### config.mk
export PLATFORM = sky130hd
export DESIGN_NAME = uart_receiver
export DESIGN_NICKNAME = d
export VERILOG_FILES = /design/src/rtl/uart_pkg.sv /design/src/rtl/uart_baud_tick.sv /design/src/rtl/uart_receiver.sv
export SDC_FILE = /design/constraint.sdc
export NUM_CORES = 1
export LEC_CHECK = 0
export BUFFER_PORTS_ARGS = -buffer_cell sky130_fd_sc_hd__buf_2
export CORE_UTILIZATION = 60
export CTS_CLUSTER_DIAMETER = 60
export DETAILED_ROUTE_END_ITERATION = 10
export GPL_TIMING_DRIVEN = 0
export MAX_ROUTING_LAYER = met4
export PLACE_DENSITY = 0.81
export SLEW_MARGIN = 40
export SYNTH_ARGS = -nofsm -noshare
export SYNTH_HDL_FRONTEND = slang
export SYNTH_SLANG_ARGS = --single-unit
### constraint.sdc
create_clock -name clk_50_mhz -period 3.66 [get_ports clk_50_mhz]
set_input_delay 0.732 -clock clk_50_mhz [delete_from_list [all_inputs] [get_ports clk_50_mhz]]
set_output_delay 0.732 -clock clk_50_mhz [all_outputs]
set_load 0.02 [all_outputs]
### src/rtl/uart_pkg.sv
// Shared constants and FSM state type for the UART receiver.
// The PARITY state only exists when UART_RX_PARITY_EN is defined.
package uart_pkg;

    localparam int DEFAULT_CLK_FREQ = 50_000_000;
    localparam int DEFAULT_BAUD     = 115_200;
    localparam int OVERSAMPLE       = 16;
    localparam int DATA_BITS        = 8;

    localparam logic [3:0] TICK_MID  = 4'(OVERSAMPLE / 2 - 1);
    localparam logic [3:0] TICK_LAST = 4'(OVERSAMPLE - 1);
    localparam logic [2:0] BIT_LAST  = 3'(DATA_BITS - 1);

`ifdef UART_RX_PARITY_EN
    typedef enum logic [2:0] {IDLE, START, DATA, PARITY, STOP} rx_state_t;
`else
    typedef enum logic [2:0] {IDLE, START, DATA, STOP} rx_state_t;
`endif

    // Rounded clocks-per-oversample-tick.
    function automatic int calc_div(input int clk_freq, input int baud);
        return (clk_freq + (baud * OVERSAMPLE) / 2) / (baud * OVERSAMPLE);
    endfunction

endpackage

### src/rtl/uart_baud_tick.sv
// Oversample tick generator: one-cycle pulse every DIV clocks,
// with a synchronous restart that realigns the phase to a start edge.
module uart_baud_tick #(
    parameter int DIV = 27
) (
    input  logic clk,
    input  logic rst,
    input  logic restart,
    output logic tick
);

    localparam int            CW   = (DIV > 1) ? $clog2(DIV) : 1;
    localparam logic [CW-1:0] LAST = CW'(DIV - 1);

    logic [CW-1:0] cnt_q, cnt_d;

    always_comb begin
        if (restart || cnt_q == LAST) begin
            cnt_d = '0;
        end else begin
            cnt_d = cnt_q + CW'(1);
        end
    end

    always_ff @(posedge clk or posedge rst) begin
        if (rst) begin
            cnt_q <= '0;
        end else begin
            cnt_q <= cnt_d;
        end
    end

    assign tick = (cnt_q == LAST);

endmodule

### src/rtl/uart_receiver.sv
// 16x oversampled UART receiver (8N1) with sticky rdy/frame_err/overrun flags.
// Define UART_RX_PARITY_EN to add an even-parity bit and the parity_err flag.
module uart_receiver
    import uart_pkg::*;
#(
    parameter int CLK_FREQ = DEFAULT_CLK_FREQ,
    parameter int BAUD     = DEFAULT_BAUD
) (
    input  logic                 clk_50_mhz,
    input  logic                 rst,
    input  logic                 rx,
    input  logic                 rdy_clr,
    output logic                 rdy,
    output logic [DATA_BITS-1:0] dout,
    output logic                 frame_err,
    output logic                 overrun,
    output logic                 parity_err
);

    localparam int DIV = calc_div(CLK_FREQ, BAUD);

    logic rx_meta_q, rx_sync_q, rx_prev_q;
    logic fall, restart, tick, byte_ok;

    rx_state_t state_q, state_d;
    logic [3:0]           tick_cnt_q, tick_cnt_d;
    logic [2:0]           bit_cnt_q, bit_cnt_d;
    logic [DATA_BITS-1:0] shift_q, shift_d;
    logic                 done_q, done_d;
    logic                 stop_ok_q, stop_ok_d;
    logic                 rdy_q, rdy_d;
    logic [DATA_BITS-1:0] dout_q, dout_d;
    logic                 frame_err_q, frame_err_d;
    logic                 overrun_q, overrun_d;
`ifdef UART_RX_PARITY_EN
    logic                 par_bad_q, par_bad_d;
    logic                 parity_err_q, parity_err_d;
`endif

    assign fall    = rx_prev_q & ~rx_sync_q;
    assign restart = (state_q == IDLE) && fall;

    uart_baud_tick #(.DIV(DIV)) u_tick (
        .clk     (clk_50_mhz),
        .rst     (rst),
        .restart (restart),
        .tick    (tick)
    );

    always_ff @(posedge clk_50_mhz or posedge rst) begin
        if (rst) begin
            state_q <= IDLE;
        end else begin
            state_q <= state_d;
        end
    end

    always_comb begin
        state_d = state_q;
        case (state_q)
            IDLE:   if (fall) state_d = START;
            START:  if (tick && tick_cnt_q == TICK_MID) state_d = rx_sync_q ? IDLE : DATA;
`ifdef UART_RX_PARITY_EN
            DATA:   if (tick && tick_cnt_q == TICK_LAST && bit_cnt_q == BIT_LAST) state_d = PARITY;
            PARITY: if (tick && tick_cnt_q == TICK_LAST) state_d = STOP;
`else
            DATA:   if (tick && tick_cnt_q == TICK_LAST && bit_cnt_q == BIT_LAST) state_d = STOP;
`endif
            STOP:   if (tick && tick_cnt_q == TICK_LAST) state_d = IDLE;
            default: state_d = IDLE;
        endcase
    end

    // Sampling datapath; the stop-bit result is registered so flags update one cycle later.
    always_comb begin
        tick_cnt_d = tick_cnt_q;
        bit_cnt_d  = bit_cnt_q;
        shift_d    = shift_q;
        done_d     = 1'b0;
        stop_ok_d  = stop_ok_q;
`ifdef UART_RX_PARITY_EN
        par_bad_d  = par_bad_q;
`endif
        case (state_q)
            IDLE: begin
                tick_cnt_d = '0;
                bit_cnt_d  = '0;
`ifdef UART_RX_PARITY_EN
                par_bad_d  = 1'b0;
`endif
            end
            START: if (tick) tick_cnt_d = (tick_cnt_q == TICK_MID) ? 4'd0 : tick_cnt_q + 4'd1;
            DATA: if (tick) begin
                tick_cnt_d = tick_cnt_q + 4'd1;
                if (tick_cnt_q == TICK_LAST) begin
                    shift_d   = {rx_sync_q, shift_q[DATA_BITS-1:1]};
                    bit_cnt_d = bit_cnt_q + 3'd1;
                end
            end
`ifdef UART_RX_PARITY_EN
            PARITY: if (tick) begin
                tick_cnt_d = tick_cnt_q + 4'd1;
                if (tick_cnt_q == TICK_LAST) par_bad_d = rx_sync_q ^ (^shift_q);
            end
`endif
            STOP: if (tick) begin
                tick_cnt_d = tick_cnt_q + 4'd1;
                if (tick_cnt_q == TICK_LAST) begin
                    done_d    = 1'b1;
                    stop_ok_d = rx_sync_q;
                end
            end
            default: ;
        endcase
    end

`ifdef UART_RX_PARITY_EN
    assign byte_ok = ~par_bad_q;
`else
    assign byte_ok = 1'b1;
`endif

    // A clear and a new byte in the same cycle: the clear goes first, the event wins.
    always_comb begin
        rdy_d       = rdy_q;
        dout_d      = dout_q;
        frame_err_d = frame_err_q;
        overrun_d   = overrun_q;
        if (rdy_clr) begin
            rdy_d       = 1'b0;
            frame_err_d = 1'b0;
            overrun_d   = 1'b0;
        end
        if (done_q) begin
            if (!stop_ok_q) begin
                frame_err_d = 1'b1;
            end else if (byte_ok) begin
                dout_d = shift_q;
                rdy_d  = 1'b1;
                if (rdy_q && !rdy_clr) overrun_d = 1'b1;
            end
        end
    end

    always_ff @(posedge clk_50_mhz or posedge rst) begin
        if (rst) begin
            rx_meta_q   <= 1'b1;
            rx_sync_q   <= 1'b1;
            rx_prev_q   <= 1'b1;
            tick_cnt_q  <= '0;
            bit_cnt_q   <= '0;
            shift_q     <= '0;
            done_q      <= 1'b0;
            stop_ok_q   <= 1'b0;
            rdy_q       <= 1'b0;
            dout_q      <= '0;
            frame_err_q <= 1'b0;
            overrun_q   <= 1'b0;
        end else begin
            rx_meta_q   <= rx;
            rx_sync_q   <= rx_meta_q;
            rx_prev_q   <= rx_sync_q;
            tick_cnt_q  <= tick_cnt_d;
            bit_cnt_q   <= bit_cnt_d;
            shift_q     <= shift_d;
            done_q      <= done_d;
            stop_ok_q   <= stop_ok_d;
            rdy_q       <= rdy_d;
            dout_q      <= dout_d;
            frame_err_q <= frame_err_d;
            overrun_q   <= overrun_d;
        end
    end

`ifdef UART_RX_PARITY_EN
    always_comb begin
        parity_err_d = parity_err_q;
        if (rdy_clr) parity_err_d = 1'b0;
        if (done_q && par_bad_q) parity_err_d = 1'b1;
    end

    always_ff @(posedge clk_50_mhz or posedge rst) begin
        if (rst) begin
            par_bad_q    <= 1'b0;
            parity_err_q <= 1'b0;
        end else begin
            par_bad_q    <= par_bad_d;
            parity_err_q <= parity_err_d;
        end
    end

    assign parity_err = parity_err_q;
`else
    assign parity_err = 1'b0;
`endif

    assign rdy       = rdy_q;
    assign dout      = dout_q;
    assign frame_err = frame_err_q;
    assign overrun   = overrun_q;

endmodule
Yosys cells after proc, flatten, opt, wreduce, memory -nomap -nowiden
Index checks and enable logic that the tools add are counted.
{ "totals": {"regBits": 39, "output_inout_bits": 12, "elab_cells": 78, "input_bits": 4} }
{ "op_classes": {"n_reduce_logical": 17, "eq_ne": 15, "n_addsub": 3, "bitwise_logic": 2, "muxes": 27} }
{ "op_table": {"columns": ["cell", "count"], "rows": [
  ["$mux 3", 6],
  ["$ne 2x2->1 const B", 7],
  ["$mux 1", 13],
  ["$mux 4", 3],
  ["$pmux 3 s4", 1],
  ["$pmux 4 s3", 1],
  ["$reduce_and 3->1", 4],
  ["$eq 3x2->1 const B", 2],
  ["$pmux 3 s2", 1],
  ["$add 5x1->5 const B", 1],
  ["$eq 5x5->1 const B", 1],
  ["$logic_and 1x1->1", 5],
  ["$mux 5", 1],
  ["$add 4x1->4 const B", 1],
  ["$eq 4x3->1 const B", 1],
  ["$eq 4x4->1 const B", 1],
  ["$reduce_and 4->1", 1],
  ["$add 3x1->3 const B", 1],
  ["$eq 3x1->1 const B", 1],
  ["$eq 3x3->1 const B", 1],
  ["$logic_not 3->1", 1],
  ["$reduce_bool 3->1", 1],
  ["$mux 2", 1],
  ["$ne 2x1->1 const B", 1],
  ["7 further kinds", 7]
]} }

Longest topological paths before layout
{ "logic_depth": {"word_depth": 5, "ltp_mapped": 6} }

Hierarchy
A second synthesis with hierarchy kept.
{ "unflattened": {"cells_unflattened": 134, "area_unflattened_um2": 1682.9} }
{ "modules_own_cells": {"columns": ["module", "area_each_um2", "seq_area_each_um2", "cells_each", "instances"], "rows": [
  ["uart_receiver", 1395.1, 829.5, 111, 1],
  ["uart_baud_tick", 287.8, 125.1, 23, 1]
]} }

Worst setup path before layout
Ideal clock, no wire load.
{ "synth_timing": {"path_type": "register -> register", "start": "register u_tick.cnt_q[0]", "end": "register stop_ok_q", "setup_slack_ns": 2.122, "stages_incl_launch_ff": 7, "setup_time_ns": 0.125, "t_arrival_ns": 1.413, "path_cell_list": "dfrtp_1 -> inv_1 -> ha_1 -> and4b_2 -> buf_6 -> nand4_4 -> mux2_4"} }
{ "synth_between": {"elab_chain_len": 2} }
{ "synth_lines": {"columns": ["element", "line", "source"], "rows": [
  ["from (decl)", "uart_baud_tick.sv:15", "logic [CW-1:0] cnt_q, cnt_d;"],
  ["from (signal assigned)", "uart_baud_tick.sv:29", "cnt_q <= cnt_d;"],
  ["$eq 5x5->1", "uart_baud_tick.sv:33", "assign tick = (cnt_q == LAST);"],
  ["$reduce_and 3->1 (no line)", null, null],
  ["to (signal assigned)", "uart_receiver.sv:167", "stop_ok_q <= stop_ok_d;"],
  ["to (decl)", "uart_receiver.sv:30", "logic stop_ok_q, stop_ok_d;"]
]} }
No other way between the ends.
A chain may end at the register's enable or synchronous reset.

Worst setup path in the final report
Ends and elaborated chain as after synthesis.

==> metrics.txt <==
top cell type's share of synthesized area=around half; Net Count, Synth=about 150; fmax=599.8 MHz; GRT Util Overall=~23%; vias in the first global route=around 1.2k; WL final=about 3000 um; full die area=just over 0.003 sq mm; Finish-stage setup viols=0; Worst path slowest cell=dfrtp_1; hold bufs inserted after CTS=0; routability cong.=~0.75; Initial Utilization=about two thirds; area of the core=about 0.0026 sq mm; initial antenna violation count=0; CP max FO=10; Critical Path End Type=flop; min cycle time layout=about 1700 ps; asr flop ratio synth=100.0%; most frequent cells after synthesis=35 x dfrtp_1, 16 x mux2_2, 10 x inv_1, 8 x nor2_1, 7 x nand2_1; clk sinks=38; register area share after synthesis=a little under three fifths; Required @ worst endpoint=3890 ps; DRT Pass-1 Iters=4; I/O Pins=16; cts bufs inserted=5; r2r setup slk=roughly 2000 ps; CTS tree=built; worst skew pair latency=340 ps; vias per inst=5.856; drt wl/cell=~16 um; design area=about 0.0019 sq mm; RSZ-0062 raised after global routing=false; Layout Skew=11.86 ps; synth unique cells=41; synthesized instance count=approximately 140; Post-Layout Cell Count=about 190; Die Y=55.39 um; Synth Cell Area=~0.0017 sq mm; Max clock buf depth=2; cell taking the most area after synthesis=dfrtp_1; Max VDD drop=about 330 uV; site row count=18; vias=1101; Iter 0 DRT Violations=28; fraction of layout cells with a size suffix above 1=34.18%; Setup crit start kind=flop; CTS resizes=0; DP HPWL=approximately 2200 um; ANT cells=0; top-count cell post-synth=dfrtp_1; synthesized flop and latch total=38; Hold Crit Class=flop to flop; Worst EP arrival=~1900 ps; worst-path cell chain=inv_1 -> ha_1 -> and4b_2 -> buf_6 -> nand4_4 -> mux2_4; Util after Layout=between 70% and 80%; Crit Path Category=flop to flop; # DRC=0; Slew @ Worst Pin=approximately 630 ps; leakage=0.0009736 uW; Port Buf Inserts=14; Synth Flop Type=dfrtp_1; Max-Cap Viols=0; Synth area leaders=dfrtp_1 51%, mux2_2 11%, dfstp_2 4.6%; grt total ovfl=0; Final Slew Violations=0; pwr dens=456.5 mW/mm^2; outcome=completed; CP peak stage delay=430 ps; Post-DRT Antenna Nets=0; Die X=55.39 um; postcts setup bufs=0; Final Hold Fails=0; placed cell areas=about 0.0018 sq mm; cell total after placement=180; Synth warnings=0; # H-tree levels=2; Syn Area/Cell=between 10 and 15 sq um; Nets=around 170; period utilization=between 40% and 50%; Slew Limit Headroom=between 50% and 60%; largest net degree at the start of global routing=39; first-pass GRT wire length=about 5300 um; CTS clk-pin slew, worst paths=110 ps; Layout area overhead=10.10%; Post-synth EDFFs=0; Root Buffer=clkbuf_4; Total Neg Setup Slack=0 ps
==> cell usage in the layout (no fill, tap or decap), types with 2 or more instances in the layout <==
master and n:
a21oi_1 2, a31oi_1 3, buf_2 15, buf_6 2, clkbuf_4 5, clkbuf_8 2, clkinv_2 2, dfrtp_1 35
dfstp_2 3, ha_1 5, inv_1 9, mux2_2 16, nand2_1 7, nand3_1 4, nand4_1 3, nand4_4 2
nor2_1 8, o211ai_1 5, o21ai_0 2, o31ai_1 2, xnor2_1 2, xor2_1 2
==> through the flow <==
stage | hold slack, ps | power (uW) | worst slack, ps
6_report | 356.7 | 859.5 | 1993
5_1_grt | 362.2 | 904.3 | 1910
4_1_cts | 358.9 | 866.9 | 1978
3_5_place_dp | 347.2 | 638.0 | 1995
3_3_place_gp | 345.9 | 620.5 | 1671
2_1_floorplan | 345.2 | 601.1 | 2072
==> critical path: cells and delay by family (launching register included) <==
kind          cells  cell delay [ps]
flops             1              430
simple gates      2              410
mux               1              300
buf+inv           2              240
fa+ha+maj         1              190
==> per-layer routing <==
metal  wire length, um  vias to the layer above  track usage (%)
li1                  -                      524                -
met1              1267                      544            25.67
met2              1595                       23            39.41
met3                79                       10            5.621
met4                78                        0            10.00
met5                 0                        -                -
==> cell families after synthesis <==
family / count (synthesis) / share of synthesized area [%]
simple gates: 37 / 14.12
mux: 18 / 12.00
buf+inv: 15 / 5.047
xor+xnor: 4 / 2.049
other cells: 1 / 0.2192
fa+ha+maj: 5 / 3.658
flops: 38 / 55.82
compound gates: 18 / 7.097
==> report_power, final <==
part	internal, uW	switching [uW]
Sequential	459	40.8
Combinational	60.1	69.9
Clock	92.4	137
==> area by class of cell <==
cell class / instances / area, sq um
Buffer: 5 / 48.80
Multi-Input combinational cell: 83 / 669.4
Clock inverter: 2 / 12.51
Inverter: 10 / 38.79
Fill cell: 185 / 706.9
Timing Repair Buffer: 14 / 70.07
Clock buffer: 6 / 51.30
Tap cell: 30 / 37.54
Sequential cell: 38 / 954.7
==> flip-flops by register name (all words and copies together) (netlist names) <==
signal / cells
rx_meta_q: 1
rx_prev_q: 1
shift_q: 8
rdy: 1
u_tick.cnt_q: 5
dout: 8
overrun: 1
bit_cnt_q: 3
stop_ok_q: 1
rx_sync_q: 1
state_q: 2
frame_err: 1
tick_cnt_q: 4
done_q: 1
==> final timing paths <==
path | end | from | cells after the start
worst min-delay path | rx_sync_q | rx_meta_q | 0
max in group asynchronous | u_tick.cnt_q[3] | rst | 2
min in group asynchronous | bit_cnt_q[1] | rst | 2
worst min register to register | rx_sync_q | rx_meta_q | 0
worst max-delay path | stop_ok_q | u_tick.cnt_q[0] | 6
worst max register to register | stop_ok_q | u_tick.cnt_q[0] | 6
Note: power is estimated with default switching activity, not from simulation.
